$ cat config.mk
export PLATFORM = sky130hd
export DESIGN_NAME = pipe_mem_flat
export DESIGN_NICKNAME = d
export VERILOG_FILES = /design/src/rtl/pipe_mem_if.sv /design/src/rtl/pipe_mem.sv /design/src/flat_wrapper.sv
export SDC_FILE = /design/constraint.sdc
export NUM_CORES = 1
export LEC_CHECK = 0
export ABC_AREA = 1
export BUFFER_PORTS_ARGS = -buffer_cell sky130_fd_sc_hd__buf_2
export CAP_MARGIN = 20
export CORE_MARGIN = 2
export CORE_UTILIZATION = 40
export CTS_CLUSTER_SIZE = 40
export DETAILED_ROUTE_END_ITERATION = 6
export HOLD_SLACK_MARGIN = 0.12
export SYNTH_ARGS = -nofsm -noshare
export SYNTH_HDL_FRONTEND = slang
export SYNTH_SLANG_ARGS = --single-unit
$ cat constraint.sdc
create_clock -name clk -period 4.45 [get_ports clk]
set_input_delay 0.6675 -clock clk [delete_from_list [all_inputs] [get_ports clk]]
set_output_delay 0.6675 -clock clk [all_outputs]
set_load 0.02 [all_outputs]
$ cat src/rtl/pipe_mem_if.sv
// Request/response bus for pipe_mem: the requester is the master and the memory is the slave.
interface pipe_mem_if #(
  parameter int DATA_W = 8,
  parameter int ADDR_W = 5
);
  logic              req_valid;
  logic              req_ready;
  logic              req_write;
  logic [ADDR_W-1:0] req_addr;
  logic [DATA_W-1:0] req_wdata;
  logic              rsp_valid;
  logic              rsp_ready;
  logic [DATA_W-1:0] rsp_rdata;
  logic              rsp_err;

  modport master (
    output req_valid, req_write, req_addr, req_wdata, rsp_ready,
    input  req_ready, rsp_valid, rsp_rdata, rsp_err
  );

  modport slave (
    input  req_valid, req_write, req_addr, req_wdata, rsp_ready,
    output req_ready, rsp_valid, rsp_rdata, rsp_err
  );
endinterface

$ cat src/rtl/pipe_mem.sv
// Word memory with an RD_LAT-stage read pipeline, an in-order response FIFO and credit-based
// request flow control. Defining PIPE_MEM_PARITY_EN adds a stored even-parity bit per word.
module pipe_mem #(
  parameter int DATA_W = 8,
  parameter int DEPTH  = 32,
  parameter int RD_LAT = 1
) (
  input  logic      clk,
  input  logic      rst_n,
  pipe_mem_if.slave bus
);
  localparam int ADDR_W   = $clog2(DEPTH);
  localparam int RQ_DEPTH = RD_LAT + 1;
  localparam int PTR_W    = $clog2(RQ_DEPTH);
  localparam int CNT_W    = $clog2(RQ_DEPTH + 1);
`ifdef PIPE_MEM_PARITY_EN
  localparam int MEM_W    = DATA_W + 1;
`else
  localparam int MEM_W    = DATA_W;
`endif

  logic [MEM_W-1:0]  mem_q [DEPTH];
  logic              ready_en_q;
  logic              pv_q  [RD_LAT];
  logic [DATA_W-1:0] pd_q  [RD_LAT];
  logic              pe_q  [RD_LAT];
  logic [DATA_W-1:0] qd_q  [RQ_DEPTH];
  logic              qe_q  [RQ_DEPTH];
  logic [PTR_W-1:0]  wr_ptr_q, wr_ptr_d;
  logic [PTR_W-1:0]  rd_ptr_q, rd_ptr_d;
  logic [CNT_W-1:0]  cnt_q, cnt_d;
  logic [3:0]        outstanding;
  logic              accept, pop, push, in_range, rd_err;
  logic [DATA_W-1:0] rd_data;
  logic [MEM_W-1:0]  wr_word;

  // NOTE: always_comb uses blocking '=' so each partial sum is visible to the next line;
  // every always_ff below uses '<=' so all registers update from pre-edge values.
  always_comb begin
    outstanding = 4'(cnt_q);
    for (int i = 0; i < RD_LAT; i++) outstanding = outstanding + 4'(pv_q[i]);
  end

  assign in_range      = {1'b0, bus.req_addr} < (ADDR_W + 1)'(DEPTH);
  assign bus.rsp_valid = (cnt_q != '0);
  assign pop           = bus.rsp_valid & bus.rsp_ready;
  // A pop frees a credit in the same cycle, which sustains one request per cycle.
  assign bus.req_ready = ready_en_q & ((outstanding < 4'(RQ_DEPTH)) | pop);
  assign accept        = bus.req_valid & bus.req_ready;
  assign push          = pv_q[RD_LAT-1];
  assign bus.rsp_rdata = bus.rsp_valid ? qd_q[rd_ptr_q] : '0;
  assign bus.rsp_err   = bus.rsp_valid & qe_q[rd_ptr_q];

`ifdef PIPE_MEM_PARITY_EN
  assign wr_word = {^bus.req_wdata, bus.req_wdata};
`else
  assign wr_word = bus.req_wdata;
`endif

  always_comb begin
    rd_data = '0;
    rd_err  = ~in_range;
    if (in_range) begin
      rd_data = mem_q[bus.req_addr][DATA_W-1:0];
`ifdef PIPE_MEM_PARITY_EN
      rd_err  = ^mem_q[bus.req_addr];
`endif
    end
  end

  function automatic logic [PTR_W-1:0] ptr_inc(input logic [PTR_W-1:0] p);
    return (p == PTR_W'(RQ_DEPTH - 1)) ? '0 : p + PTR_W'(1);
  endfunction

  always_comb begin
    wr_ptr_d = push ? ptr_inc(wr_ptr_q) : wr_ptr_q;
    rd_ptr_d = pop  ? ptr_inc(rd_ptr_q) : rd_ptr_q;
    cnt_d    = cnt_q;
    if (push && !pop)      cnt_d = cnt_q + CNT_W'(1);
    else if (pop && !push) cnt_d = cnt_q - CNT_W'(1);
  end

  always_ff @(posedge clk or negedge rst_n) begin
    if (!rst_n) begin
      ready_en_q <= 1'b0;
      wr_ptr_q   <= '0;
      rd_ptr_q   <= '0;
      cnt_q      <= '0;
      for (int i = 0; i < RD_LAT; i++) begin
        pv_q[i] <= 1'b0;
        pd_q[i] <= '0;
        pe_q[i] <= 1'b0;
      end
    end else begin
      ready_en_q <= 1'b1;
      wr_ptr_q   <= wr_ptr_d;
      rd_ptr_q   <= rd_ptr_d;
      cnt_q      <= cnt_d;
      pv_q[0]    <= accept & ~bus.req_write;
      pd_q[0]    <= rd_data;
      pe_q[0]    <= rd_err;
      for (int i = 1; i < RD_LAT; i++) begin
        pv_q[i] <= pv_q[i-1];
        pd_q[i] <= pd_q[i-1];
        pe_q[i] <= pe_q[i-1];
      end
    end
  end

  // NOTE: storage arrays are deliberately left out of reset; validity is tracked by
  // cnt_q and the pointers, and the memory must keep its contents across reset.
  always_ff @(posedge clk) begin
    if (push) begin
      qd_q[wr_ptr_q] <= pd_q[RD_LAT-1];
      qe_q[wr_ptr_q] <= pe_q[RD_LAT-1];
    end
    if (accept && bus.req_write && in_range) mem_q[bus.req_addr] <= wr_word;
  end
endmodule

$ cat src/flat_wrapper.sv
// flat-port wrapper written by rule: the top's interface ports become plain ports
module pipe_mem_flat 
#(
  parameter int DATA_W = 8,
  parameter int DEPTH  = 32,
  parameter int RD_LAT = 1
)
  (clk, rst_n, bus_req_valid, bus_req_write, bus_req_addr, bus_req_wdata, bus_rsp_ready, bus_req_ready, bus_rsp_valid, bus_rsp_rdata, bus_rsp_err);
  pipe_mem_if #(.DATA_W(DATA_W), .ADDR_W(5)) bus_i ();
  input  logic clk;
  input  logic rst_n;
  input wire logic [$bits(bus_i.req_valid)-1:0] bus_req_valid;
  input wire logic [$bits(bus_i.req_write)-1:0] bus_req_write;
  input wire logic [$bits(bus_i.req_addr)-1:0] bus_req_addr;
  input wire logic [$bits(bus_i.req_wdata)-1:0] bus_req_wdata;
  input wire logic [$bits(bus_i.rsp_ready)-1:0] bus_rsp_ready;
  output wire logic [$bits(bus_i.req_ready)-1:0] bus_req_ready;
  output wire logic [$bits(bus_i.rsp_valid)-1:0] bus_rsp_valid;
  output wire logic [$bits(bus_i.rsp_rdata)-1:0] bus_rsp_rdata;
  output wire logic [$bits(bus_i.rsp_err)-1:0] bus_rsp_err;
  assign bus_i.req_valid = bus_req_valid;
  assign bus_i.req_write = bus_req_write;
  assign bus_i.req_addr = bus_req_addr;
  assign bus_i.req_wdata = bus_req_wdata;
  assign bus_i.rsp_ready = bus_rsp_ready;
  assign bus_req_ready = bus_i.req_ready;
  assign bus_rsp_valid = bus_i.rsp_valid;
  assign bus_rsp_rdata = bus_i.rsp_rdata;
  assign bus_rsp_err = bus_i.rsp_err;
  pipe_mem #(.DATA_W(DATA_W), .DEPTH(DEPTH), .RD_LAT(RD_LAT)) u_core (.clk(clk), .rst_n(rst_n), .bus(bus_i));
endmodule
==> summary.txt, run 1 <==
Worst setup path
  – Setup crit end: u_core.mem_q[20][3]
  – Most frequent CP cell: buf_4
  – Reg2reg end: u_core.mem_q[15][4]
  – Crit path from: bus_req_addr[0]
  – Crit end category: flop
  – R2r setup slk: roughly 2.0 ns
  – Critical path's slowest cell: buf_4
  – Max FO, Critical Path: 80
  – CP max stage delay: 0.79 ns
  – R2r startpoint: u_core.push
  – Crit path kind: input port to flop
  – R2r worst-path depth: 6
  – Crit path cell chain: buf_4 -> clkinv_2 -> buf_4 -> buf_4 -> nand2_1 -> nor3_1 -> buf_4
  – CP Data Required Time: between 4 and 5 ns
  – Critical Path Start Type: input port
  – Critical Path AT: between 3 and 4 ns

Place
  – Port bufs: 27
  – Cells after DPL: 1540
  – Place WS: 0.738 ns
  – Dpl hpwl: approximately 15 mm
  – GPL Wtd Cong: between 0.7 and 0.8

STA
  – Setup TNS: 0 ns
  – Slew Limit Headroom: 0.277
  – Achievable Freq: between 300 and 400 MHz
  – Worst Tran Pin Value: about 1.1 ns
  – Fin crit share: 0.715
  – Setup slack after layout: ~1.3 ns
  – Pins Over Slew Limit: 0
  – Final setup fails: 0
  – Layout Skew: 0.0246 ns
  – Unrepaired setup endpoints after global routing: false
  – Fin crit period: between 3 and 4 ns
  – Hold Vio Cnt, Final: 0

Route
  – Routed vias: approximately 7.7k
  – Avg WL per Cell: 16.8 um
  – First DRT Iteration DRCs: approximately 740
  – Routed Antenna Nets: 0
  – Wirelength, routed: around 27 mm
  – Remaining DRCs: 0
  – Avg Vias per Cell: roughly 4.8
  – DR pass1 iterations: 5

Global route
  – Pin count of the biggest net entering global routing: 95
  – GRT Resource Usage Total: 0.176
  – Vias in the first global route: 7742
  – Global route overflow: 0
  – Initial antenna violation count: 1
  – First-pass GRT wire length: about 43 mm

Logic synthesis
  – Area share of the largest cell type after synthesis: 0.677
  – Most frequent cells after synthesis: nand2_1, edfxtp_1, nor3_1
  – Avg Inst Size Synth: 10.6 um^2
  – Post-Syn Area: 0.0121 mm^2
  – Post-synth top area cell: edfxtp_1
  – Synth cell types: 23
  – Most common cell in the netlist: nand2_1
  – Mapped Cells: 1139
  – Sequential element share of the synthesized area: 0.706
  – Top_reg_cell synth: edfxtp_1
  – Post-synth EDFFs: around 270
  – Asr flop ratio synth: 0.0490
  – Synth Register Bits: 286
  – Area contributors post-synth: edfxtp_1, nand2_1, dfrtp_1
  – Syn_nets: between 1k and 1.5k
  – Yosys warning total: 0

CTS
  – Root Driver: clkbuf_16
  – TritonCTS clock tree: yes
  – CTS sink cnt: approximately 290
  – Post-cts repair resize count: 0
  – Setup bufs post-CTS: 0
  – CTS Buf Count: 31
  – Clock-pin slew on the worst setup and hold paths: approximately 0.060 ns
  – Hold Buf Count CTS: 1
  – Worst-Skew Late Latency: 0.57 ns
  – H-Tree Depth: 1
  – Clock Tree Buf Depth: 3

Run
  – Max-Cap Viols: 0

Cells and area
  – Area of the multi-input gates: around 0.0031 mm^2
  – Layout fillers: between 2k and 3k
  – Final core occ: 0.460
  – Layout cell share with drive strength beyond 1: 0.111
  – Area grow syn2layout: 13.2%
  – Ant. Diodes: 0
  – Final nets: 1205
  – Final non-filler cell total: ~1.6k
  – Reg area: 0.00852 mm^2

Floorplanning
  – Die Area: roughly 0.032 mm^2
  – Chip Width: around 180 um
  – Rows: 63
  – Core area: 0.0296 mm^2
  – Die Y: between 150 and 200 um
  – Initial core utilization: 0.407
  – Io pins: 29

Pwr
  – Leak: around 0.0057 uW
  – PwrDens: 447 mW/mm^2
  – Maximum vdd drop: about 0.00033 V
  – Pwr Total: between 6000 and 7000 uW

Run status
  – Outcome: completed

Hold path
  – Hold crit path type: input port to flop
-- layout make-up --
class                   instances  area share
clock inverters                21      0.0160
clock buffers                  37      0.0592
inverters                      19     0.00532
flip-flops and latches        286       0.624
repair buffers                 65      0.0308
well taps                     390      0.0358
multi-input cells             783       0.229
-- power by group --
group	internal, uW	leakage (uW)	switching (uW)	total (uW)
registers	3000	0.00262	31.9	3030
logic	138	0.00252	383	521
clock network	1530	0.000510	1020	2550
total	4660	0.00565	1440	6100
-- worst max-delay path, delay by kind of cell --
family                 cells  cell delay (ns)
buffers and inverters      5             1.78
and+or+nand+nor            2             0.93
-- cells by family (layout without fill, tap and decap cells) --
group,Yosys count,after routing,synth area share
XOR/XNOR,4,4,0.00291
buffers and inverters,70,142,0.0348
other,2,2,0.000623
AO/OA/AOI/OAI,12,12,0.00519
adder cells (fa/ha/maj),1,1,0.00104
AND/OR/NAND/NOR,764,764,0.249
flip-flops,286,286,0.706
-- sequential cells by signal, indices dropped and copies added (netlist names) --
| name | count |
|---|---|
| u_core.mem_q | 256 |
| u_core.qd_q | 16 |
| u_core.pd_q | 8 |
| u_core.cnt_q | 2 |
| u_core.push | 1 |
| u_core.rd_ptr_q | 1 |
| u_core.ready_en_q | 1 |
| u_core.wr_ptr_q | 1 |
-- per-stage QoR --
stage                     area, um^2  hold WS (ns)
final                          13600         0.334
after floorplan                12100         0.372
after detailed placement       12600         0.435
after global placement         12600         0.423
after global routing           13600         0.322
after CTS                      13600         0.319
-- cells in the final DEF, fill, tap and decap left out, drive strengths merged --
cell / instances
nand2: 705
edfxtp: 272
buf: 62
nor3: 40
clkbuf: 39
inv: 19
nor2: 18
clkinv: 16
dfrtp: 14
a21oi: 9
bufinv: 4
xor2: 3
o21ai: 2
conb: 2
a21boi: 1
nand4: 1
xnor2: 1
ha: 1
clkinvlp: 1
dlygate4sd3: 1
-- worst min path at each step --
| stage | slack, ns | cells after the start | from | endpoint |
|---|---|---|---|---|
| after global routing | 0.32 | 2 | bus_req_write | u_core.push |
| after floorplan | 0.37 | 0 | rst_n | u_core.cnt_q[0] |
| after detailed placement | 0.43 | 0 | u_core.pd_q[2] | u_core.qd_q[1][2] |
| after global placement | 0.42 | 0 | u_core.pd_q[6] | u_core.qd_q[0][6] |
| final | 0.33 | 2 | bus_req_write | u_core.push |
| after CTS | 0.32 | 2 | bus_req_write | u_core.push |
-- routing by layer --
layer	GRT usage	share of wire	up-vias
met4	0.0502	0.028	2
met2	0.285	0.47	229
met5	0	0.00030	-
li1	-	-	3804
met3	0.0255	0.061	51
met1	0.247	0.45	3575
Power figures use the tool's default switching activity.
==> run 2, diff against run 1 <==
- clock period: 4.45 -> 3 ns (I/O delays scaled with it)
==> run 2 against run 1 <==
  * Hold slack got worse by 0.17 ns
  * Register-to-register slack got worse by 1.1 ns
  * Combinational power increased by 49%
  * Non-clock buffer count increased by 6
  * Global-route usage increased by 0.22 points
  * Clock power increased by 42%
  * Power increased by 46%
  * Sequential cell count unchanged
  * Core utilization about the same
  * Clock skew decreased by 0.011 ns
  * Via count about the same
  * Routed wire length increased by 2.2%
  * Critical endpoint is now u_core.mem_q[15][4]
==> summary.txt, run 2 (synthesis results as in run 1) <==
Run status
  – Outcome: completed

CTS
  – Hold Buf Count CTS: 2
  – Post-cts repair resize count: 0
  – CTS Buf Count: 30
  – H-Tree Depth: 1
  – Clock-pin slew on the worst setup and hold paths: 0.06 ns
  – Root Driver: clkbuf_16
  – Worst-Skew Late Latency: roughly 0.55 ns
  – Clock Tree Buf Depth: 3
  – CTS sink cnt: 286
  – TritonCTS clock tree: yes
  – Setup bufs post-CTS: 0

Route
  – First DRT Iteration DRCs: between 500 and 600
  – Routed Antenna Nets: 0
  – Wirelength, routed: between 20 and 30 mm
  – Routed vias: roughly 7.7k
  – Avg WL per Cell: ~17 um
  – DR pass1 iterations: 5
  – Remaining DRCs: 0
  – Avg Vias per Cell: approximately 4.8

STA
  – Slew Limit Headroom: 0.456
  – Hold Vio Cnt, Final: 0
  – Fin crit period: around 2.1 ns
  – Pins Over Slew Limit: 0
  – Achievable Freq: approximately 470 MHz
  – Unrepaired setup endpoints after global routing: false
  – Worst Tran Pin Value: approximately 0.82 ns
  – Setup TNS: 0 ns
  – Layout Skew: 0.0140 ns
  – Fin crit share: 0.713
  – Final setup fails: 0

Floorplanning
  – Rows: 63
  – Chip Width: between 150 and 200 um
  – Die Y: 178 um
  – Core area: 0.0296 mm^2
  – Io pins: 29
  – Die Area: ~0.032 mm^2
  – Initial core utilization: 0.407

Global route
  – Global route overflow: 0
  – First-pass GRT wire length: 42.5 mm
  – Initial antenna violation count: 3
  – Vias in the first global route: 7562
  – Pin count of the biggest net entering global routing: 73
  – GRT Resource Usage Total: 0.178

Worst setup path
  – R2r startpoint: u_core.cnt_q[0]
  – Reg2reg end: u_core.mem_q[15][4]
  – R2r setup slk: around 0.86 ns
  – R2r worst-path depth: 7
  – Crit path kind: flop to flop
  – Max FO, Critical Path: 32
  – Critical Path AT: roughly 2.4 ns
  – Crit end category: flop
  – Critical Path Start Type: flop
  – CP Data Required Time: 3.25 ns

Pwr
  – Seq pwr share: 0.506
  – Pwr Total: just under 9000 uW
  – Net Sw Frac: 0.236
  – Logic pwr share: 0.087
  – Maximum vdd drop: around 0.00047 V
  – Leak: between 0.005 and 0.006 uW
  – PwrDens: between 600 and 700 mW/mm^2
  – Clock Power Share: 0.407
  – NetSw: approximately 2100 uW
  – P_int: ~6800 uW

Place
  – Dpl hpwl: approximately 16 mm
  – Port bufs: 27
  – GPL Wtd Cong: roughly 0.81
  – Placed Area: 0.0127 mm^2
  – Cells after DPL: around 1.5k

Cells and area
  – Commonest cells after routing, fill and taps aside: nand2_1, edfxtp_1, buf_4
  – Final nets: 1210
  – Area grow syn2layout: 13.3%
  – Layout fillers: approximately 2.8k
  – Final core occ: 0.461
  – Most flops, register: u_core.mem_q
  – Finished Cell Area: 0.0137 mm^2
  – Commonest non-fill, non-tap cell in the layout: nand2_1
  – Max FFs per register: ~260
  – Biggest regs: u_core.mem_q: 256 flops, u_core.qd_q: 16 flops, u_core.pd_q: 8 flops
  – Layout cell share with drive strength beyond 1: 0.113
  – Final non-filler cell total: about 1.6k

Hold path
  – Hold depth: 3
  – Hold crit path type: input port to flop
  – HP Start: bus_req_valid
  – Hold path endpoint: u_core.push

Run
  – Max-Cap Viols: 0
run 2: power groups by stage:
stage / clock (uW) / sequential, uW / combinational [uW]
after global routing: 3850 / 4500 / 874
final: 3620 / 4500 / 774
after detailed placement: 0 / 4580 / 783
after global placement: 0 / 4580 / 773
after floorplan: 0 / 4550 / 540
after CTS: 3680 / 4500 / 788
run 2: routing by layer:
layer	global-route usage	up-vias	part of all wire
met5	0	-	0.00047
met4	0.0400	2	0.018
met3	0.0328	38	0.059
met2	0.289	177	0.46
met1	0.250	3628	0.46
li1	-	3822	-
run 2: worst max path at each step:
| stage | startpoint | endpoint | cells after the start |
|---|---|---|---|
| global placement | bus_req_addr[0] | u_core.mem_q[5][3] | 5 |
| detailed placement | bus_req_addr[0] | u_core.mem_q[21][7] | 5 |
| global route | u_core.cnt_q[0] | u_core.mem_q[14][3] | 7 |
| floorplan | bus_req_addr[0] | u_core.mem_q[2][0] | 6 |
| finish | u_core.cnt_q[0] | u_core.mem_q[15][4] | 7 |
| CTS | u_core.rd_ptr_q | bus_rsp_rdata[2] | 4 |
run 2: area by class of cell:
cell class	count	area, um^2	share of cell area
clock buffers	37	798	0.0585
repair buffers	71	485	0.0355
well taps	390	488	0.0357
inverters	19	72.6	0.00531
multi-input cells	783	3120	0.228
diodes	2	5.00	0.000366
flip-flops and latches	286	8520	0.624
clock inverters	19	169	0.0124
run 2: critical path, cell delays in order, from the launching register on:
cell and delay, ns:
dfrtp_1 0.37, inv_2 0.05, nand2_1 0.11, nand2_2 0.10, nand2_1 0.11, nand4_4 0.45
nor3_1 0.38, buf_4 0.24
run 2: metrics by stage:
stage,worst slack (ns),hold slack [ns]
3_3_place_gp,0.557,0.377
4_1_cts,0.824,0.147
5_1_grt,0.695,0.160
2_1_floorplan,0.853,0.154
6_report,0.861,0.164
3_5_place_dp,0.565,0.384
